--- config.mk ---
export PLATFORM = sky130hd
export DESIGN_NAME = fmap_serializer
export DESIGN_NICKNAME = d
export VERILOG_FILES = /design/src/rtl/fmap_serializer.sv
export SDC_FILE = /design/constraint.sdc
export NUM_CORES = 2
export LEC_CHECK = 0
export ABC_AREA = 1
export BUFFER_PORTS_ARGS = -buffer_cell sky130_fd_sc_hd__buf_4
export CORE_MARGIN = 2
export CORE_UTILIZATION = 30
export CTS_CLUSTER_SIZE = 8
export DETAILED_ROUTE_END_ITERATION = 8
export GPL_TIMING_DRIVEN = 0
export SYNTH_ARGS = -nofsm -noshare
export SYNTH_HDL_FRONTEND = slang
export SYNTH_SLANG_ARGS = --single-unit
--- constraint.sdc ---
create_clock -name clk -period 3.9 [get_ports clk]
set_input_delay 0.78 -clock clk [delete_from_list [all_inputs] [get_ports clk]]
set_output_delay 0.78 -clock clk [all_outputs]
set_load 0.005 [all_outputs]
--- src/rtl/fmap_serializer.sv ---
// fmap_serializer: snapshots one pooled feature-map frame (CHANNELS x DIM x DIM,
// 1-bit pixels) and streams it out one channel per valid/ready beat.
// Optional feature macro: FMAP_SER_PARITY_EN adds the m_parity output.
module fmap_serializer #(
   parameter  int unsigned CHANNELS = 60,
   parameter  int unsigned DIM      = 4,
   parameter  int unsigned CNT_W    = 16,
   localparam int unsigned BEAT_W   = DIM * DIM,
   localparam int unsigned CH_W     = (CHANNELS > 1) ? $clog2(CHANNELS) : 1
) (
   input  logic                                   clk,
   input  logic                                   rst_n,
   input  logic [0:CHANNELS-1][0:DIM-1][0:DIM-1]  fmaps_in,
   input  logic                                   in_valid,
   output logic                                   in_ready,
   output logic [BEAT_W-1:0]                      m_data,
   output logic [CH_W-1:0]                        m_chan,
   output logic                                   m_valid,
   output logic                                   m_last,
   input  logic                                   m_ready,
   output logic                                   busy,
`ifdef FMAP_SER_PARITY_EN
   output logic                                   m_parity,
`endif
   output logic [CNT_W-1:0]                       frame_cnt
);

   typedef enum logic {IDLE = 1'b0, SEND = 1'b1} state_t;

   state_t                                state;
   logic [0:CHANNELS-1][0:DIM-1][0:DIM-1] snap;
   logic [CH_W-1:0]                       nxt_chan;

   // Flatten one channel so that pixel [r][c] lands on bit r*DIM+c.
   function automatic logic [BEAT_W-1:0] pack_chan(input logic [0:DIM-1][0:DIM-1] ch);
      logic [BEAT_W-1:0] p;
      p = '0;
      for (int unsigned r = 0; r < DIM; r++) begin
         for (int unsigned c = 0; c < DIM; c++) begin
            p[r*DIM+c] = ch[r][c];
         end
      end
      return p;
   endfunction

   // The frame is only accepted while idle; upstream sees this without a register stage.
   assign in_ready = (state == IDLE);
   assign nxt_chan = m_chan + CH_W'(1);

`ifdef FMAP_SER_PARITY_EN
   // Parity qualifies the current beat only; forced low whenever no beat is presented.
   assign m_parity = m_valid ? (^m_data) : 1'b0;
`endif

   // Frame sequencer: accept/snapshot in IDLE, walk channels in SEND, hold on backpressure.
   always_ff @(posedge clk) begin
      if (!rst_n) begin
         state     <= IDLE;
         snap      <= '0;
         m_chan    <= '0;
         m_data    <= '0;
         m_valid   <= 1'b0;
         m_last    <= 1'b0;
         busy      <= 1'b0;
         frame_cnt <= '0;
      end else begin
         case (state)
            IDLE: begin
               if (in_valid) begin
                  snap    <= fmaps_in;
                  m_chan  <= '0;
                  m_data  <= pack_chan(fmaps_in[0]);
                  m_valid <= 1'b1;
                  m_last  <= (CHANNELS == 1);
                  busy    <= 1'b1;
                  state   <= SEND;
               end
            end
            SEND: begin
               if (m_ready) begin
                  if (m_last) begin
                     state     <= IDLE;
                     m_chan    <= '0;
                     m_data    <= '0;
                     m_valid   <= 1'b0;
                     m_last    <= 1'b0;
                     busy      <= 1'b0;
                     frame_cnt <= frame_cnt + CNT_W'(1);
                  end else begin
                     m_chan <= nxt_chan;
                     m_data <= pack_chan(snap[nxt_chan]);
                     m_last <= (nxt_chan == CH_W'(CHANNELS - 1));
                  end
               end
            end
            default: state <= IDLE;
         endcase
      end
   end

endmodule

==> summary.txt <==
number of distinct library cells after synthesis: 24
Final nets: 8583
Final Hold Slack: 212.3 ps
global-route wire length before repair: 394900 um
Seq/Total Area, Yosys: 45.07%
EDFF count, synth: 0
Tcrit/Tclk final: 100.4%
fill cell count: 15900
synthesized area: 44460 um2
R2R depth: 9
failing checks: max-capacitance violations, max-slew violations, negative setup slack
worst skew pair latency: 800 ps
DR vias: 52700
setup ws final: -13.98 ps
port buffer count: 1004
crit start category: flop
Yosys reg bits: 1001
Power Total: 0.02804 W
GPL Wtd Cong: 0.9823
clk sinks: 1001
CTS Buffer Depth: 3
First DRT Iteration DRCs: 6519
CTS tree: built
post-route minimum period: 3914 ps
# hold bufs at CTS: 0
most common cell in the netlist: o21ai_0
Clock Pin Slew Worst Setup and Hold Paths: 50 ps
# Post-CTS Setup Buffers: 0
Hold Path Class: in2reg
critical path capture point type: flop
Crit Reg-Reg Endpoint: m_data[15]$_SDFFE_PN0P_
clk root buf: clkbuf_16
DR WL/cell: 31.54 um
critical path class: reg2reg
Ports: 1006
routed wire length: 302000 um
Reg2Reg Setup Slack: -10 ps
Finish-stage setup viols: 1
fin. max-slew vios: 66
number of CTS-inserted buffers: 144
die area: 151300 um2
H-tree levels: 4
skew final: 32.46 ps
Mapped Cells: 6466
Yosys top cell by area: dfxtp_1
Starting Density: 30.15%
syn nets: 7433
max_slew headroom: -8.682%
top cells by count, synth: o21ai_0 (1062), dfxtp_1 (1001), nand2_1 (900)
antenna violations before repair: 34
fmax: 255.5 MHz
top cell type's share of synthesized area: 45.07%
Post-Layout Inst Area: 58520 um2
layout cells sized above 1: 17.67%
Crit path required time: 4590 ps
largest net degree at the start of global routing: 20
Via density: 5.503
post-synthesis async set-or-reset flop share: 0%
Die H: 389.0 um
Tightest Pin Transition: 1630 ps
Residual DRC: 0
Routed Antenna Nets: 0
largest cells by area after synthesis: dfxtp_1 (45%), o21ai_0 (12%), a21oi_1 (9.6%)
hold depth: 3
GRT Overall Usage: 38.15%
Max-Cap Viols: 7
GRT Residual Overflow: 0
Die X: 389.0 um
Final Hold Violating Endpoints: 0
outcome: complete, but fails checks
Area Overhead vs Synth: 31.61%
Worst Hold Path EP: snap[51]$_SDFFE_PN0P_
post-place instance area: 54440 um2
leak pwr: 25.52 nW
CP Max Fanout: 10
Syn Area/Cell: 6.876 um2
Post-synth top flop: dfxtp_1
Synth warnings: 0
pwr dens: 479.2 nW/um2
number of detailed-route iterations in the first pass: 8
vias in the first global route: 49400
Arr. time, crit path: 4600 ps
core area: 147500 um2
num rows: 141
RR Startpoint: m_chan[1]$_SDFFE_PN0P_
HPWL Detailed: 233900 um
peak supply drop: 348.6 uV
hold_sp: fmaps_in[51]
==> layout by cell type, fill, tap and decap left out, drive strengths merged <==
master            n
clkinv            6
nor3              1
nor3b             1
o211ai           55
clkdlybuf4s15     5
o21ai          1062
a211oi            4
nand3b            1
bufinv            1
dfxtp          1001
inv             829
nor2            423
clkbuf          536
xnor2             1
buf            1150
nand3           783
nand2           900
xor2              3
ha                3
diode            11
a21oi           857
nand4             7
o21a              5
==> state kept, by name, indices dropped and copies added, names as in the netlist <==
signal and flops:
m_data 16, m_last 1, busy 1, m_chan 6, snap 960, state 1, frame_cnt 16
==> stage by stage <==
step	std cells	setup slack (ps)	utilization (%)	setup TNS, ps
global placement	9400	-1358	36.89	-77610
CTS	9564	22.74	39.66	0
finish	9575	-13.98	39.68	-13.98
floorplan	6466	1475	-	0
global route	9566	-0.3002	39.66	-0.3002
detailed placement	9401	-1208	36.91	-55660
==> kinds of logic after synthesis <==
| kind of cell | after synthesis | synth area share [%] |
|---|---|---|
| flops | 1001 | 45.07 |
| fa+ha+maj | 3 | 0.08444 |
| buf+inv | 1359 | 11.90 |
| xor+xnor | 4 | 0.1295 |
| compound gates | 1983 | 22.68 |
| simple gates | 2116 | 20.13 |
==> critical path: stages, from the launching register on <==
cell	delay, ps
dfxtp_1	600
ha_1	360
nand3_1	150
xor2_2	510
clkbuf_1	1080
nand3_1	440
nand3_1	290
nand2_1	180
nand2_1	110
a21oi_1	60
==> layer usage <==
metal,part of all wire [%],track usage [%],up-vias
met2,45,60.78,3450
met5,0.044,0,-
met3,10,9.022,737
met4,6.3,20.68,20
li1,-,-,23380
met1,39,47.56,25110
==> timing repair <==
action / 4_1_cts / 5_1_grt
setup endpoints to repair: 16 / 11
pin swaps: 0 / 0
gates resized for setup: 81 / 2
==> power by group <==
part           internal, W  total, W  switching [W]  leakage (nW)
clock              0.00677    0.0116        0.00485          1.92
combinational      0.00162   0.00512        0.00350          15.3
sequential          0.0110    0.0113       0.000261          8.29
total               0.0194    0.0280        0.00861          25.5
==> area by class of cell <==
cell class | count | area (um2) | share of cell area [%]
Sequential cell | 1001 | 20040 | 34.25
Multi-Input combinational cell | 4106 | 19130 | 32.69
Timing Repair Buffer | 1005 | 7552 | 12.91
Clock buffer | 152 | 3727 | 6.370
Inverter | 824 | 3095 | 5.290
Tap cell | 1930 | 2415 | 4.127
Buffer | 534 | 2341 | 4.001
Clock inverter | 12 | 188.9 | 0.3229
Antenna cell | 11 | 27.53 | 0.04704
==> worst max-delay path by stage <==
stage,from,end,slack (ps),cells after the start
4_1_cts,m_chan[0]$_SDFFE_PN0P_,m_data[15]$_SDFFE_PN0P_,20,16
3_5_place_dp,m_chan[0]$_SDFFE_PN0P_,m_data[2]$_SDFFE_PN0P_,-1210,16
5_1_grt,m_chan[0]$_SDFFE_PN0P_,m_data[15]$_SDFFE_PN0P_,-0.3,16
2_1_floorplan,m_chan[0]$_SDFFE_PN0P_,m_data[1]$_SDFFE_PN0P_,1470,16
3_3_place_gp,m_chan[0]$_SDFFE_PN0P_,m_data[10]$_SDFFE_PN0P_,-1360,16
6_report,m_chan[1]$_SDFFE_PN0P_,m_data[15]$_SDFFE_PN0P_,-10,9
Power figures use the tool's default switching activity.
